`config.mk`:
```
export PLATFORM = sky130hd
export DESIGN_NAME = fail_addr_log
export DESIGN_NICKNAME = d
export VERILOG_FILES = /design/src/rtl/mbist_pkg.sv /design/src/rtl/fail_log_match.sv /design/src/rtl/fail_addr_log.sv
export SDC_FILE = /design/constraint.sdc
export NUM_CORES = 1
export LEC_CHECK = 0
export ABC_AREA = 1
export CAP_MARGIN = 20
export CORE_MARGIN = 1.5
export CORE_UTILIZATION = 50
export CTS_CLUSTER_SIZE = 14
export DETAILED_ROUTE_END_ITERATION = 16
export PLACE_DENSITY_LB_ADDON = 0.2
export SLEW_MARGIN = 20
export SYNTH_ARGS = -nofsm -noshare
export SYNTH_HDL_FRONTEND = slang
export SYNTH_SLANG_ARGS = --single-unit
```
`constraint.sdc`:
```
create_clock -name clk -period 2.85 [get_ports clk]
set_clock_uncertainty 0.2 [all_clocks]
set_input_delay 0.855 -clock clk [delete_from_list [all_inputs] [get_ports clk]]
set_output_delay 0.855 -clock clk [all_outputs]
set_load 0.01 [all_outputs]
```
`src/rtl/mbist_pkg.sv`:
```
// Shared MBIST/MBISR constants.
// Default geometry for the fail log and the spare-row base used by repair.
package mbist_pkg;

  localparam int DEF_ADDR_WIDTH = 8;
  localparam int DEF_DEPTH      = 16;
  localparam int PTR_W          = $clog2(DEF_DEPTH) + 1;

  // First spare row address handed to the MBISR stage
  localparam logic [DEF_ADDR_WIDTH-1:0] SPARE_BASE = 8'hF0;

endpackage

```
`src/rtl/fail_log_match.sv`:
```
// Parallel duplicate compare of an incoming fail address.
// Only entries below the write pointer take part in the match.
module fail_log_match
  import mbist_pkg::*;
#(
  parameter int ADDR_WIDTH = DEF_ADDR_WIDTH,
  parameter int DEPTH      = DEF_DEPTH,
  parameter int PW         = $clog2(DEPTH) + 1
) (
  input  logic [ADDR_WIDTH-1:0]            addr,
  input  logic [DEPTH-1:0][ADDR_WIDTH-1:0] mem,
  input  logic [PW-1:0]                    wr_ptr,
  output logic                             hit
);

  logic [DEPTH-1:0] match;

  // One equality compare per slot, masked by occupancy
  for (genvar i = 0; i < DEPTH; i++) begin : g_cmp
    assign match[i] = (PW'(i) < wr_ptr) &&
                      (mem[i] == addr);
  end

  assign hit = |match;

endmodule

```
`src/rtl/fail_addr_log.sv`:
```
// Append-only fail-address log feeding the repair allocator.
// Define FAIL_LOG_DEDUP_EN to drop addresses already logged since clear.
module fail_addr_log
  import mbist_pkg::*;
#(
  parameter int ADDR_WIDTH = DEF_ADDR_WIDTH,
  parameter int DEPTH      = DEF_DEPTH,
  parameter int PW         = $clog2(DEPTH) + 1
) (
  input  logic                  clk,
  input  logic                  rst,
  input  logic                  clear,
  input  logic                  in_valid,
  input  logic [ADDR_WIDTH-1:0] in_addr,
  output logic                  out_valid,
  input  logic                  out_ready,
  output logic [ADDR_WIDTH-1:0] out_addr,
  output logic [PW-1:0]         count,
  output logic [PW-1:0]         logged,
  output logic                  overflow
);

  logic [DEPTH-1:0][ADDR_WIDTH-1:0] mem;
  logic [PW-1:0] wr_ptr;
  logic [PW-1:0] rd_ptr;
  logic [PW-2:0] wr_idx;
  logic [PW-2:0] rd_idx;
  logic          hit;
  logic          full;
  logic          push;
  logic          drop;
  logic          pop;
  logic          flush;

`ifdef FAIL_LOG_DEDUP_EN
  fail_log_match #(
    .ADDR_WIDTH (ADDR_WIDTH),
    .DEPTH      (DEPTH),
    .PW         (PW)
  ) u_match (
    .addr   (in_addr),
    .mem    (mem),
    .wr_ptr (wr_ptr),
    .hit    (hit)
  );
`else
  assign hit = 1'b0;
`endif

  assign wr_idx = wr_ptr[PW-2:0];
  assign rd_idx = rd_ptr[PW-2:0];
  assign flush  = rst || clear;
  assign full   = (wr_ptr == PW'(DEPTH));
  assign push   = in_valid && !hit && !full;
  assign drop   = in_valid && !hit && full;

  // Pointers are monotonic, so empty is simply equality
  assign out_valid = (rd_ptr != wr_ptr);
  assign pop       = out_valid && out_ready;
  assign out_addr  = out_valid ? mem[rd_idx] : '0;
  assign count     = wr_ptr - rd_ptr;
  assign logged    = wr_ptr;

  // Storage; contents are irrelevant past wr_ptr so no reset
  always_ff @(posedge clk) begin
    if (!flush && push)
      mem[wr_idx] <= in_addr;
  end

  // Pointer and sticky overflow state; flush beats any strobe or pop
  always_ff @(posedge clk) begin
    if (flush) begin
      wr_ptr   <= '0;
      rd_ptr   <= '0;
      overflow <= 1'b0;
    end else begin
      if (push)
        wr_ptr <= wr_ptr + 1'b1;
      if (pop)
        rd_ptr <= rd_ptr + 1'b1;
      if (drop)
        overflow <= 1'b1;
    end
  end

endmodule

```
Yosys cells after proc, flatten, opt, wreduce, memory -nomap -nowiden
Cells that the tools add are included.

storage, ports and cells
  register bits after elaboration = 139
  latch bits = 0
  bits in writable memories = 0
  bits in read-only memories = 0
  input bits = 13
  output and inout bits = 20
  word-level logic and storage cells = 41
  memories kept = 0

cells by class
  add/sub/neg operators = 3
  multipliers = 0
  divide/modulo/power cells = 0
  $lt $le $gt $ge = 3
  equality and inequality tests = 2
  shifts and indexed selects = 0
  mux-type cells = 6
  bitwise operators = 0
  reduce and logical (&&, ||, !) cells = 8

operators by type and width
  operator                                                                              count
  128-bit bitwise mux                                                                   1
  8-bit binary-select mux with 4-bit select                                             1
  8-bit demux with 4-bit select                                                         1
  8-bit two-way mux                                                                     3
  5-bit by 1-bit adder with 5-bit output (second input constant)                        2
  4-bit by 5-bit less-than comparator with 1-bit output (second input constant)         2
  5-bit == test (second input constant)                                                 1
  1-bit logical AND                                                                     5
  5-bit != test                                                                         1
  5-bit subtractor                                                                      1
  4-bit by 1-bit greater-or-equal comparator with 1-bit output (second input constant)  1
  1-bit zero test                                                                       2
  1-bit logical OR                                                                      1

Longest topological paths before layout
  depth in word-level cells = 5
  depth in mapped cells = 11

Worst setup path before layout
Ideal clock, no wire load.

  kind = register to output
  start = register rd_ptr[2]
  end = output port out_addr[0]
  arrival = 1.624 ns
  data required time = 1.795 ns
  setup slack = 0.171 ns
  stages on the path, launching flop included = 10
  path buffers = 2
  cell sequence = dfxtp_1 > buf_2 > inv_1 > buf_2 > ha_1 > nand2_1 > nor2_1 > nand2_2 > inv_1 > a21oi_1

on the way
  elaborated cells on any way between the ends = 4
  classes of those cells = eq/ne: 1; mux: 3

RTL lines
  what                    RTL line             text
  from (decl)             fail_addr_log.sv:25  logic [PW-1:0] rd_ptr;
  from (signal assigned)  fail_addr_log.sv:80  rd_ptr <= rd_ptr + 1'b1;
  5-bit != test           fail_addr_log.sv:58  assign out_valid = (rd_ptr != wr_ptr);
  via out_valid           fail_addr_log.sv:15  output logic out_valid,
  8-bit two-way mux       fail_addr_log.sv:60  assign out_addr = out_valid ? mem[rd_idx] : '0;
  to (decl)               fail_addr_log.sv:17  output logic [ADDR_WIDTH-1:0] out_addr,

The timed path passes the listed nets, and every way through them passes these cells. The select of a mux whose other input is x is not followed.

Final worst setup path
  start = register wr_ptr[0], in the netlist logged[0]
  end = output port out_addr[5]

on the way
  word-level cells in the longest chain between the ends = 2

RTL lines
  what                    RTL line             text
  from (decl)             fail_addr_log.sv:24  logic [PW-1:0] wr_ptr;
  from (signal assigned)  fail_addr_log.sv:78  wr_ptr <= wr_ptr + 1'b1;
  5-bit != test           fail_addr_log.sv:58
  8-bit two-way mux       fail_addr_log.sv:60

No other way between the ends.

==> run metrics <==
status complete, but fails checks; violated checks negative setup slack; crit path launch type flip-flop; GR Util All Layers about a quarter; RSZ-0062 raised after global routing true; antenna violations before repair 0; Syn Std Cell Area 0.00630 mm2; PortBufs 32; Synth Register Bits 139; filler cell count 982; Synth area leaders edfxtp_1, nand2_1, nand3_1; Remaining DRCs 0; Syn. warnings 0; die outline width 115 um; Max clock buf depth 2; crit end category primary output; DR vias 4668; gr ovfl total 0; most frequent cells in the layout nand2_1, edfxtp_1, inv_1; H-tree depth 4; Pleak 0.00343 uW; Setup CP Type flip-flop to primary output; routed length per placed instance 16.9 um; Setup Viol. Count Final 8; final slew viol count 0; Hold Path Class flip-flop to flip-flop; root buffer cell clkbuf_16; syn avg cell area ~9.7 um2; vias per inst approximately 5; Power Density 582 mW/mm2; reg-to-reg critical path endpoint mem[44]; final WL 15.6 mm; Worst Setup Slack, final -0.107 ns; largest net degree at the start of global routing 35; FMAX 338 MHz; Initial Util 51.8%; worst hold start overflow; flop2flop setup slack about 0.54 ns; First-pass DRT Iterations 5; Layout area overhead 27.1%; Reg2Reg Depth 10; post-route ant nets 0; top-area cell type share of the netlist area just over 60%; CP required 1.80 ns; worst-margin pin slew approximately 0.60 ns; Antenna Cells 0; reg2reg start logged[1]; Post-Syn Instances 651; Sequential Area 0.00408 mm2; post-layout min period 2.96 ns; count of different cell masters after synthesis 23; first-pass GRT wire length approximately 23 mm; die footprint between 0.01 and 0.015 mm2; most common cell after layout, fill and taps aside nand2_1; Nets 765; Rel. slew slack 60.0%; hold path endpoint overflow; TritonCTS clock tree done; register area share after synthesis 64.5%; Worst Hold Path Cells 2; Ports 33; final hold vios 0; Core Area 0.0122 mm2; via count of the first global-routing pass 4416; syn_nets approximately 670; maxcap violations 0; peak supply drop between 0.0004 and 0.0005 V; clock sink total 139; HPWL Detailed roughly 9.4 mm; clock buffer count from CTS 17; Hold WS 0.262 ns; # hold bufs at CTS 0; crit path DAT 1.90 ns; initial DRC count slightly below 600; die height 115 um; total negative slack -0.464 ns; # rows 40; area of the multi-input gates between 0.0015 and 0.002 mm2; worst-skew pair later-pin latency approximately 0.42 ns; CP Max Fanout 7; Final GP Congestion 0.908; Clk pin slew, worst setup/hold paths 0.05 ns; Period Utilization, post-route 104%; share of cells above drive strength 1 22.8%; Yosys top cell by area edfxtp_1
report_power, final:
group | switching (uW) | internal, uW | leakage (uW)
Sequential | 4.43 | 2230 | 0.00124
Combinational | 191 | 138 | 0.00192
Clock | 822 | 1270 | 0.000272
Total | 1020 | 3640 | 0.00343
sequential cells by signal, summed over array words and instances (netlist names):
name,count
logged,5
rd_ptr,5
overflow,1
mem,128
worst max-delay path by stage:
stage	startpoint	end	slack (ns)	cells past startpoint
finish	logged[0]	out_addr[5]	-0.11	9
global route	logged[0]	out_addr[5]	-0.17	9
CTS	rd_ptr[0]	out_addr[5]	-0.08	8
detailed placement	rd_ptr[0]	count[4]	-0.12	7
global placement	rd_ptr[0]	count[4]	-0.09	7
floorplan	rd_ptr[2]	out_addr[0]	0.17	9
critical path, stage by stage, from the launching register on:
cell and delay, ns:
dfxtp_2 0.33, inv_2 0.06, ha_4 0.25, nand2_4 0.08, nor2_4 0.04, nand2_4 0.08
clkinvlp_4 0.19, buf_6 0.18, a21oi_4 0.14, buf_6 0.12
cell usage after synthesis, drive strengths merged:
cell type,instances
nor3,5
inv,107
nand2,239
a21oi,18
fa,1
dfxtp,11
clkbuf,3
buf,21
ha,9
xor2,3
clkinv,2
o21ai,7
nand4,1
xnor2,2
edfxtp,128
nor2,22
nand3,72
layout make-up:
cell class	instances	share of cell area [%]
Clock buffer	18	5.36
Clock inverter	14	1.61
Inverter	109	5.25
Multi-Input combinational cell	379	22.8
Sequential cell	139	50.9
Tap cell	168	2.63
Timing Repair Buffer	96	11.4
metrics by stage:
stage | cell area, um2 | power (uW) | std cells | utilization (%) | setup slack, ns
2_1_floorplan | 6300 | 2410 | 651 | - | 0.171
3_3_place_gp | 7130 | 2560 | 875 | 58.6 | -0.0907
3_5_place_dp | 7130 | 2560 | 875 | 58.6 | -0.123
4_1_cts | 7840 | 4640 | 917 | 64.4 | -0.0834
5_1_grt | 8010 | 4790 | 923 | 65.8 | -0.175
6_report | 8010 | 4660 | 923 | 65.8 | -0.107
metal layers:
metal | share of wire, % | global-route usage [%]
met1 | 42 | 31.4
met2 | 48 | 38.3
met3 | 6.7 | 6.01
met4 | 3.0 | 11.6
met5 | 0 | 0
what timing repair did:
item	in CTS	in global routing
gates cloned	0	4
gates resized for setup	80	25
pin swaps	3	6
endpoints found under the setup margin	14	13
setup buffers	12	3
logic make-up (layout without fill, tap and decap cells):
family / count (synthesis) / count (layout) / share of synthesized area, %
and+or+nand+nor: 339 / 339 / 22.0
DFF: 139 / 139 / 64.5
buffers and inverters: 133 / 237 / 8.72
AOI/OAI and AO/OA: 25 / 25 / 1.99
adders and majority gates: 10 / 10 / 2.10
xor gates and xnor gates: 5 / 5 / 0.695
No activity file was read; power rests on OpenSTA's default activity.
==> edit (same settings) <==
Set the package constant `DEF_DEPTH` to 32 (it was 16).
--- a/src/rtl/mbist_pkg.sv
+++ b/src/rtl/mbist_pkg.sv
@@ -3,7 +3,7 @@
 package mbist_pkg;
 
   localparam int DEF_ADDR_WIDTH = 8;
-  localparam int DEF_DEPTH      = 16;
+  localparam int DEF_DEPTH      = 32;
   localparam int PTR_W          = $clog2(DEF_DEPTH) + 1;
 
   // First spare row address handed to the MBISR stage
Interface: changed (resized count and logged); port bits go from 33 to 35. The function was not compared with the original's and may differ.
==> edit against the unedited design <==
The flow still finishes with violations (setup timing); non-clock buffer count up 76; fmax down 7.8%; setup slack worse by 0.25 ns; register-to-register slack worse by 0.27 ns; wire length up 100%; sequential share of layout area up 2.5 points; sequential cell count up 130; synthesized area up 87%; critical path depth up 2; total power up 76%; cell area up 86%; via count up 83%; core utilization down 1.9 points; critical endpoint is now out_addr[4]; largest cell class unchanged; largest power group unchanged; highest routed layer unchanged.
==> edit: results (changes against the unedited design) <==
- Cells after DPL: 1,539 (+76%)
- Worst path arrival time: 2.15 ns (+0.25 ns)
- CTS max path bufs: 3 (+1)
- Pleak: 5.916 nW (+72%)
- Syn Nets: 1,146 (+70%)
- Synth Area in Adders: 1.231% (-0.87 points)
- Pin count of the biggest net entering global routing: 33 (-5.7%)
- Vias in the first global route: 8,185 (+85%)
- Reg2Reg Setup Slack: 0.27 ns (-0.27 ns)
- Post-synth top cells: nand2_1 (342), edfxtp_1 (256), nand3_1 (136)
- Area growth syn-to-layout: 26.48%
- Met3 routed WL: 2.288 mm (+120%)
- Share of cells above drive strength 1: 25.15% (+2.4 points)
- Largest register FFs: 256 (+100%)
- # nets final: 1,297 (+70%)
- Number of enable flip-flop cells after synthesis: 256 (+100%)
- Setup Viol. Count Final: 14 (+6)
- Xor and xnor fraction of the mapped netlist area: 0.6686% (-0.026 points)
- Area after DPL: 13,230 um2 (+86%)
- Status: finished with violations
- Worst-skew pair later-pin latency: 0.54 ns (+0.12 ns)
- First-pass GRT wire length: 46.40 mm (+100%)
- Detailed Route Iter0 Violations: 932 (+59%)
- Slew HR: 68.93% (+8.9 points)
- Reg2reg end: mem[16]
- Synth top area cells: edfxtp_1 (65%), nand2_1 (11%), nand3_1 (5.8%)
- Reg2Reg Depth: 9 (-1)
- Failing checks: setup timing
- Fill cells: 1,822 (+86%)
- CTS H-Tree Depth: 1 (-3)
- Crit path from: rd_ptr[0]
- Final Non-Filler Cells: 1,611 (+75%)
- Synthesized area per cell: 10.51 um2 (+8.6%)
- Gpl congestion: 0.8444 (-7.0%)
- Final WS setup: -0.3580 ns (-0.2506 ns)
[edit: changes by cell type after synthesis, moves of 3 or more]
cell,change
a21oi_1,+3
buf_2,+6
buf_4,+5
buf_6,+9
clkbuf_1,+4
edfxtp_1,+128
inv_1,+20
inv_2,-23
nand2_1,+106
nand3_1,+64
nand4_1,+3
nor2_1,+93
nor3_1,-4
o21ai_0,+38
[edit: report_power, final]
part | internal, W | total, W | switching, W
Clock | 0.00188 | 0.00330 | 0.00141
Combinational | 0.000220 | 0.000555 | 0.000334
Sequential | 0.00433 | 0.00433 | 0.00000588
Total | 0.00643 | 0.00818 | 0.00175
[edit: what timing repair did]
action                     4_1_cts  5_1_grt
cloned                           2        8
resized for setup              138       88
setup endpoints to repair       15       15
buffers inserted                10        8
pin swaps                       29       45
[edit: worst min-delay path by stage]
| stage | end | slack [ns] | cells after the start |
|---|---|---|---|
| final | overflow | 0.26 | 2 |
| after global routing | overflow | 0.29 | 2 |
| after CTS | overflow | 0.26 | 2 |
| after detailed placement | overflow | 0.25 | 2 |
| after global placement | overflow | 0.25 | 2 |
| after floorplan | overflow | 0.27 | 2 |
[edit: layer usage]
metal / track usage (%) / vias to the layer above
li1: - / 4031
met2: 41.33 / 325
met5: 0 / -
met3: 3.905 / 66
met1: 35.62 / 4133
met4: 8.798 / 0
[edit: cell families after synthesis]
group / after synthesis
flops: 269
simple gates: 606
compound gates: 68
fa+ha+maj: 11
xor+xnor: 9
buf+inv: 159
[edit: layout make-up]
class                      count  area share (%)
timing repair buffer         172           11.66
tap                          319           2.677
multi-input combinational    694           23.87
timing repair inverter         1         0.05874
clock buffer                  39           4.968
clock inverter                 9          0.4531
sequential                   269           53.42
inverter                     108           2.887
[edit: worst max-delay path, cell delays in order (launching register included)]
cell and delay (ns):
dfxtp_4 0.45, inv_12 0.07, buf_12 0.15, buf_12 0.15, nand2_2 0.07, nand3_2 0.06
a21oi_2 0.18, nor2_2 0.06, nand2_2 0.08, nand2_1 0.05, nor2_1 0.13, buf_2 0.15
[edit: metrics by stage]
stage          hold WS, ns  worst slack (ns)  power, W  setup TNS (ns)
3_5_place_dp        0.2491           -0.3308  0.004874          -4.252
5_1_grt             0.2920           -0.4347  0.008422          -4.789
3_3_place_gp        0.2547           -0.3085  0.004870          -3.252
4_1_cts             0.2609           -0.3494  0.008177          -3.488
6_report            0.2624           -0.3580  0.008183          -3.928
2_1_floorplan       0.2740           0.02249  0.004625               0
